### config.mk
export PLATFORM = sky130hd
export DESIGN_NAME = axi_rd_arbiter
export DESIGN_NICKNAME = d
export VERILOG_FILES = /design/src/rtl/axi_arb_pkg.sv /design/src/rtl/axi_arb_outcnt.sv /design/src/rtl/axi_rd_arbiter.sv
export SDC_FILE = /design/constraint.sdc
export NUM_CORES = 1
export LEC_CHECK = 0
export CAP_MARGIN = 20
export CORE_AREA = 8 8 141 143
export DETAILED_ROUTE_END_ITERATION = 7
export DIE_AREA = 0 0 149 151
export RECOVER_POWER = 25
export SKIP_LAST_GASP = 1
export SLEW_MARGIN = 20
export SYNTH_ARGS = -nofsm -noshare
export SYNTH_HDL_FRONTEND = slang
export SYNTH_HIERARCHICAL = 1
export SYNTH_SLANG_ARGS = --single-unit
### constraint.sdc
create_clock -name clk -period 3 [get_ports clk]
set_input_delay 0.9 -clock clk [delete_from_list [all_inputs] [get_ports clk]]
set_output_delay 0.9 -clock clk [all_outputs]
set_load 0.005 [all_outputs]
### src/rtl/axi_arb_pkg.sv
// ----------------------------------------------------------------------------
// axi_arb_pkg
// Shared definitions for the two-master AXI read arbiter:
//   ar_state_e : AR channel FSM encoding (IDLE = no slave AR in flight,
//                PEND = slave AR register valid and waiting for arready)
//   M0_IDX/M1_IDX : master index values, also the MSB of the slave-side ID
// ----------------------------------------------------------------------------
package axi_arb_pkg;

   typedef enum logic {
      AR_IDLE = 1'b0,
      AR_PEND = 1'b1
   } ar_state_e;

   localparam logic M0_IDX = 1'b0;
   localparam logic M1_IDX = 1'b1;

endpackage : axi_arb_pkg

### src/rtl/axi_arb_outcnt.sv
// ----------------------------------------------------------------------------
// axi_arb_outcnt
// Outstanding read-burst counter for one master.
// Ports:
//   clk, rst   : clock, synchronous active-high reset
//   inc        : slave AR handshake for this master
//   beat       : slave R handshake routed to this master
//   last       : rlast of that beat
//   full       : count has reached MAX_OUT (blocks further grants)
//   underflow  : a beat arrived while nothing is outstanding
// ----------------------------------------------------------------------------
module axi_arb_outcnt #(
   parameter int  MAX_OUT = 4,
   localparam int CW      = $clog2(MAX_OUT + 1)
) (
   input  logic clk,
   input  logic rst,
   input  logic inc,
   input  logic beat,
   input  logic last,
   output logic full,
   output logic underflow
);

   localparam logic [CW-1:0] CNT_ONE  = CW'(32'd1);
   localparam logic [CW-1:0] CNT_MAX  = CW'(MAX_OUT);
   localparam logic [CW-1:0] CNT_ZERO = CW'(32'd0);

   logic [CW-1:0] count_r;
   logic          empty_s;
   logic          inc_s;
   logic          dec_s;

   // Qualify inc/dec so the count saturates at both ends.
   always_comb begin
      empty_s   = (count_r == CNT_ZERO);
      full      = (count_r == CNT_MAX);
      inc_s     = inc & ~full;
      dec_s     = beat & last & ~empty_s;
      underflow = beat & empty_s;
   end

   // Outstanding count register; simultaneous inc and dec cancel.
   always_ff @(posedge clk) begin
      if (rst) begin
         count_r <= CNT_ZERO;
      end else begin
         case ({inc_s, dec_s})
            2'b10:   count_r <= count_r + CNT_ONE;
            2'b01:   count_r <= count_r - CNT_ONE;
            default: count_r <= count_r;
         endcase
      end
   end

endmodule : axi_arb_outcnt

### src/rtl/axi_rd_arbiter.sv
// ----------------------------------------------------------------------------
// axi_rd_arbiter
// Two-master to one-slave AXI read arbiter.
// Ports:
//   clk, rst                     : clock, synchronous active-high reset
//   i_mN_ar* / o_mN_arready      : master N read-address channel (N = 0,1)
//   o_mN_r*  / i_mN_rready       : master N read-data channel
//   o_s_ar*  / i_s_arready       : slave read-address channel (ID MSB = master)
//   i_s_r*   / o_s_rready        : slave read-data channel
//   o_err                        : sticky, R beat for a master with nothing
//                                  outstanding
// AR requests are granted round-robin from IDLE into a registered slave AR
// slot; R beats are steered combinationally by the slave ID MSB.
// ----------------------------------------------------------------------------
module axi_rd_arbiter
   import axi_arb_pkg::*;
#(
   parameter int ID_WIDTH = 4,
   parameter int MAX_OUT  = 4
) (
   input  logic                clk,
   input  logic                rst,
   // master 0
   input  logic                i_m0_arvalid,
   output logic                o_m0_arready,
   input  logic [ID_WIDTH-1:0] i_m0_arid,
   input  logic [31:0]         i_m0_araddr,
   input  logic [7:0]          i_m0_arlen,
   input  logic [2:0]          i_m0_arsize,
   input  logic [1:0]          i_m0_arburst,
   output logic                o_m0_rvalid,
   input  logic                i_m0_rready,
   output logic [ID_WIDTH-1:0] o_m0_rid,
   output logic [63:0]         o_m0_rdata,
   output logic [1:0]          o_m0_rresp,
   output logic                o_m0_rlast,
   // master 1
   input  logic                i_m1_arvalid,
   output logic                o_m1_arready,
   input  logic [ID_WIDTH-1:0] i_m1_arid,
   input  logic [31:0]         i_m1_araddr,
   input  logic [7:0]          i_m1_arlen,
   input  logic [2:0]          i_m1_arsize,
   input  logic [1:0]          i_m1_arburst,
   output logic                o_m1_rvalid,
   input  logic                i_m1_rready,
   output logic [ID_WIDTH-1:0] o_m1_rid,
   output logic [63:0]         o_m1_rdata,
   output logic [1:0]          o_m1_rresp,
   output logic                o_m1_rlast,
   // slave
   output logic                o_s_arvalid,
   input  logic                i_s_arready,
   output logic [ID_WIDTH:0]   o_s_arid,
   output logic [31:0]         o_s_araddr,
   output logic [7:0]          o_s_arlen,
   output logic [2:0]          o_s_arsize,
   output logic [1:0]          o_s_arburst,
   input  logic                i_s_rvalid,
   output logic                o_s_rready,
   input  logic [ID_WIDTH:0]   i_s_rid,
   input  logic [63:0]         i_s_rdata,
   input  logic [1:0]          i_s_rresp,
   input  logic                i_s_rlast,
   // status
   output logic                o_err
);

   ar_state_e         state_r;
   ar_state_e         state_nxt_s;
   logic              prio_r;        // master index preferred on a tie
   logic              grant_v_s;
   logic              grant_idx_s;
   logic              elig0_s;
   logic              elig1_s;
   logic              full0_s;
   logic              full1_s;
   logic              uf0_s;
   logic              uf1_s;
   logic              ar_hs_s;
   logic              r_sel_s;
   logic              r_hs0_s;
   logic              r_hs1_s;
   logic              err_r;
   logic [ID_WIDTH:0] s_arid_r;
   logic [31:0]       s_araddr_r;
   logic [7:0]        s_arlen_r;
   logic [2:0]        s_arsize_r;
   logic [1:0]        s_arburst_r;

   // Eligibility, round-robin pick and AR FSM next state.
   always_comb begin
      elig0_s     = i_m0_arvalid & ~full0_s;
      elig1_s     = i_m1_arvalid & ~full1_s;
      grant_v_s   = 1'b0;
      grant_idx_s = M0_IDX;
      state_nxt_s = state_r;
      case (state_r)
         AR_IDLE: begin
            if (elig0_s | elig1_s) begin
               grant_v_s   = 1'b1;
               state_nxt_s = AR_PEND;
               if (elig0_s & elig1_s) begin
                  grant_idx_s = prio_r;
               end else if (elig1_s) begin
                  grant_idx_s = M1_IDX;
               end else begin
                  grant_idx_s = M0_IDX;
               end
            end else begin
               state_nxt_s = AR_IDLE;
            end
         end
         AR_PEND: begin
            if (i_s_arready) begin
               state_nxt_s = AR_IDLE;
            end else begin
               state_nxt_s = AR_PEND;
            end
         end
         default: state_nxt_s = AR_IDLE;
      endcase
      // arready is a same-cycle acknowledgement of the grant; held low in reset
      o_m0_arready = grant_v_s & (grant_idx_s == M0_IDX) & ~rst;
      o_m1_arready = grant_v_s & (grant_idx_s == M1_IDX) & ~rst;
      ar_hs_s      = (state_r == AR_PEND) & i_s_arready;
   end

   // AR FSM state, round-robin pointer and slave AR register.
   always_ff @(posedge clk) begin
      if (rst) begin
         state_r     <= AR_IDLE;
         prio_r      <= M0_IDX;
         s_arid_r    <= {(ID_WIDTH+1){1'b0}};
         s_araddr_r  <= 32'd0;
         s_arlen_r   <= 8'd0;
         s_arsize_r  <= 3'd0;
         s_arburst_r <= 2'd0;
      end else begin
         state_r <= state_nxt_s;
         if (grant_v_s) begin
            prio_r <= ~grant_idx_s;
            if (grant_idx_s == M1_IDX) begin
               s_arid_r    <= {M1_IDX, i_m1_arid};
               s_araddr_r  <= i_m1_araddr;
               s_arlen_r   <= i_m1_arlen;
               s_arsize_r  <= i_m1_arsize;
               s_arburst_r <= i_m1_arburst;
            end else begin
               s_arid_r    <= {M0_IDX, i_m0_arid};
               s_araddr_r  <= i_m0_araddr;
               s_arlen_r   <= i_m0_arlen;
               s_arsize_r  <= i_m0_arsize;
               s_arburst_r <= i_m0_arburst;
            end
         end else begin
            prio_r <= prio_r;
         end
      end
   end

   assign o_s_arvalid = (state_r == AR_PEND);
   assign o_s_arid    = s_arid_r;
   assign o_s_araddr  = s_araddr_r;
   assign o_s_arlen   = s_arlen_r;
   assign o_s_arsize  = s_arsize_r;
   assign o_s_arburst = s_arburst_r;

   // R channel steering by the slave ID MSB, independent of the AR FSM.
   always_comb begin
      r_sel_s     = i_s_rid[ID_WIDTH];
      o_m0_rvalid = i_s_rvalid & (r_sel_s == M0_IDX);
      o_m1_rvalid = i_s_rvalid & (r_sel_s == M1_IDX);
      if (r_sel_s == M1_IDX) begin
         o_s_rready = i_m1_rready;
      end else begin
         o_s_rready = i_m0_rready;
      end
      r_hs0_s    = o_m0_rvalid & i_m0_rready;
      r_hs1_s    = o_m1_rvalid & i_m1_rready;
      o_m0_rid   = i_s_rid[ID_WIDTH-1:0];
      o_m1_rid   = i_s_rid[ID_WIDTH-1:0];
      o_m0_rdata = i_s_rdata;
      o_m1_rdata = i_s_rdata;
      o_m0_rresp = i_s_rresp;
      o_m1_rresp = i_s_rresp;
      o_m0_rlast = i_s_rlast;
      o_m1_rlast = i_s_rlast;
   end

   axi_arb_outcnt #(.MAX_OUT(MAX_OUT)) u_cnt_m0 (
      .clk       (clk),
      .rst       (rst),
      .inc       (ar_hs_s & (s_arid_r[ID_WIDTH] == M0_IDX)),
      .beat      (r_hs0_s),
      .last      (i_s_rlast),
      .full      (full0_s),
      .underflow (uf0_s)
   );

   axi_arb_outcnt #(.MAX_OUT(MAX_OUT)) u_cnt_m1 (
      .clk       (clk),
      .rst       (rst),
      .inc       (ar_hs_s & (s_arid_r[ID_WIDTH] == M1_IDX)),
      .beat      (r_hs1_s),
      .last      (i_s_rlast),
      .full      (full1_s),
      .underflow (uf1_s)
   );

   // Sticky underflow flag, cleared only by reset.
   always_ff @(posedge clk) begin
      if (rst) begin
         err_r <= 1'b0;
      end else if (uf0_s | uf1_s) begin
         err_r <= 1'b1;
      end else begin
         err_r <= err_r;
      end
   end

   assign o_err = err_r;

endmodule : axi_rd_arbiter

==> key figures <==
Outcome
  • Status: complete, no violations

Drt
  • Vias: 3151
  • Remaining DRCs: 0
  • Post-Route WL: 13.7 mm
  • Iter 0 DRT Violations: 150
  • Detail Route Antenna Nets: 0
  • Vias per cell: 4.26
  • Average wire per standard cell: 18.6 um
  • TritonRoute pass-1 iters: 4

Floorplanning
  • Die Height: 151 um
  • I/O pin count: 377
  • Initial Util: 0.225
  • Die Area: 0.0225 sq mm
  • Core ar.: 0.0177 sq mm
  • Die extent in x: 149 um
  • Row count: 49

Pwr
  • Peak VDD IR: 238 uV
  • Total power: 2.49 mW
  • Power Density: 492 mW/mm^2
  • Leak Pwr: 1.90 nW

Synth
  • Top post-synthesis cells by area: dfxtp_1, buf_4, nand2_1
  • Largest family of logic cells by synthesized area: buffers and inverters
  • Synth Area in Compound Gates: 0.163
  • YS warnings: 6
  • Synth Cell Area: 0.00397 sq mm
  • Post-synth ARST share: 0
  • FF+latch count, synth: 59
  • Mux cell area share after synthesis: 0.00284
  • Post-synthesis simple-gate area fraction: 0.192
  • Synth Area in XOR/XNOR: 0.00883
  • Cell variety after synth: 28
  • Share of the synthesized area in the top cell type: 0.298
  • Synth Area per Inst: 8.14 sq um
  • Leading area contributor after synthesis: dfxtp_1
  • Ys flop type: dfxtp_1
  • EDFF count, synth: 0
  • Post-synthesis adder-cell area fraction: 0.0164
  • Syn Nets: 669
  • Top post-synthesis cells by count: buf_4, nand2_1, nor2_1
  • Sequential share of the synthesized area: 0.298
  • Most common cell in the netlist: buf_4
  • Synth Instances: 487

Clock network
  • H-tree levels: 3
  • CTS max path bufs: 2
  • Clock Pin Slew Worst Setup and Hold Paths: 0.06 ns
  • Worst-skew pair later-pin latency: 0.33 ns
  • Sink Count: 59
  • # hold bufs at CTS: 0
  • # Post-CTS Setup Buffers: 0
  • Num CTS Buffers: 9
  • Clk root buf: clkbuf_16
  • CTS tree: done

Timing
  • Tmin final: 2.93 ns
  • Relative slew margins: 0.151
  • Tightest Pin Transition: 1.27 ns
  • Final setup violation count: 0
  • Final period utilization: 0.976
  • Peak Freq: 341 MHz
  • Final Skew: 0.00606 ns
  • Hold_ws: 0.481 ns
  • RSZ-0062 raised after global routing: no
  • Final Max Slew Viols: 0
  • Final Hold Fails: 0

Critical path
  • Crit Path Class: in2out
  • Arrival @ worst endpoint: 2.03 ns
  • CP Max Fanout: 2
  • CP endpoint kind: primary output
  • WP data required: 2.10 ns
  • Crit path launch type: input pin

Global routing
  • Initial antenna violation count: 0
  • Largest net degree at the start of global routing: 52
  • Total Routing Usage GR: 0.117
  • Global-route wire length before repair: 19.9 mm
  • Aggregate global routing overflow: 0
  • Vias in the first global route: 3174

Finish
  • # diodes: 0
  • Final #Nets: 688
  • Proportion of layout cells with a drive suffix above 1: 0.117
  • Synth-to-Final Area Change: 27.7%

Flow run
  • Max_cap viols: 0

Placed design
  • Global placement routability congestion: 0.708
  • I/O Buffers: 166
  • Post-DP HPWL: 10.7 mm

Hold path
  • Hold crit path type: reg2reg
-- state kept, by name, indices dropped and copies added (netlist names) --
register / count
o_s_arid: 5
prio_r: 1
o_s_arlen: 8
u_cnt_m0/count_r: 3
o_s_arvalid: 1
o_s_arburst: 2
u_cnt_m1/count_r: 3
o_s_arsize: 3
o_s_araddr: 32
o_err: 1
-- what timing repair did --
item,in CTS,in global routing
pin swaps,2,0
endpoints found under the setup margin,3,1
gates resized for setup,10,1
-- kinds of logic (layout without fill, tap and decap cells) --
group                    after synthesis  in the layout
XOR/XNOR                               4              4
AND/OR/NAND/NOR                      182            182
flip-flops                            59             59
multiplexers                           1              1
adder cells (fa/ha/maj)                4              4
buffers and inverters                176            200
AO/OA/AOI/OAI                         61             61
-- critical path, cell delays in order --
cell	delay, ns
clkdlybuf4s50_1	0.42
mux2_2	0.26
clkdlybuf4s50_1	0.45
-- layer usage --
| layer | routed length, um | track usage |
|---|---|---|
| met2 | 6270 | 0.182 |
| met5 | 0 | 0 |
| met4 | 568 | 0.0762 |
| met1 | 5160 | 0.123 |
| met3 | 1740 | 0.0621 |
-- worst paths after layout --
| check | from | cells after the start | to | slack, ns |
|---|---|---|---|---|
| hold reg to reg | o_err | 2 | o_err | 0.48 |
| setup reg to reg | u_cnt_m1/count_r[1] | 9 | o_s_araddr[27] | 0.53 |
| setup / recovery | i_m1_rready | 3 | o_s_rready | 0.07 |
| hold / removal | o_err | 2 | o_err | 0.48 |
-- final cells by class --
class	count	area [sq um]
fill	1896	12600
clock inverter	4	25.0
timing repair buffer	178	1760
multi-input combinational	252	1540
clock buffer	12	256
tap	229	287
sequential	59	1180
inverter	6	22.5
-- report_power, final --
| group | switching, mW | internal (mW) | total (mW) | leakage [nW] |
|---|---|---|---|---|
| logic | 0.254 | 0.348 | 0.602 | 1.28 |
| clock network | 0.386 | 0.601 | 0.987 | 0.135 |
| registers | 0.0415 | 0.860 | 0.901 | 0.489 |
-- through the flow --
step | instance area [sq um] | setup TNS [ns] | instances | util | worst slack [ns]
detailed placement | 4780 | -1.57 | 724 | 0.271 | -0.484
CTS | 5060 | 0 | 740 | 0.287 | 0.0265
finish | 5060 | 0 | 740 | 0.287 | 0.0712
global placement | 4780 | -1.45 | 724 | 0.271 | -0.464
global route | 5060 | 0 | 740 | 0.287 | 0.0261
floorplan | 3970 | 0 | 487 | - | 0.333
-- cell usage in the layout (no fill, tap or decap), types with 2 or more instances in the layout --
master	synthesis	final
a21oi_1	5	5
a311oi_1	26	26
a311oi_2	23	23
and2_1	2	2
and3_1	4	4
buf_4	145	10
clkbuf_16	0	9
clkbuf_8	0	2
clkdlybuf4s50_1	0	159
clkinv_2	0	2
clkinvlp_4	0	2
dfxtp_1	59	59
dlygate4sd2_1	0	4
fa_1	2	2
ha_1	2	2
inv_1	6	6
nand2_1	101	100
nand2b_1	4	4
nor2_1	61	60
nor4b_1	2	2
o21ai_0	4	4
o311a_1	2	2
or3_1	3	2
xor2_1	4	4
Note: power is estimated with default switching activity, not from simulation.
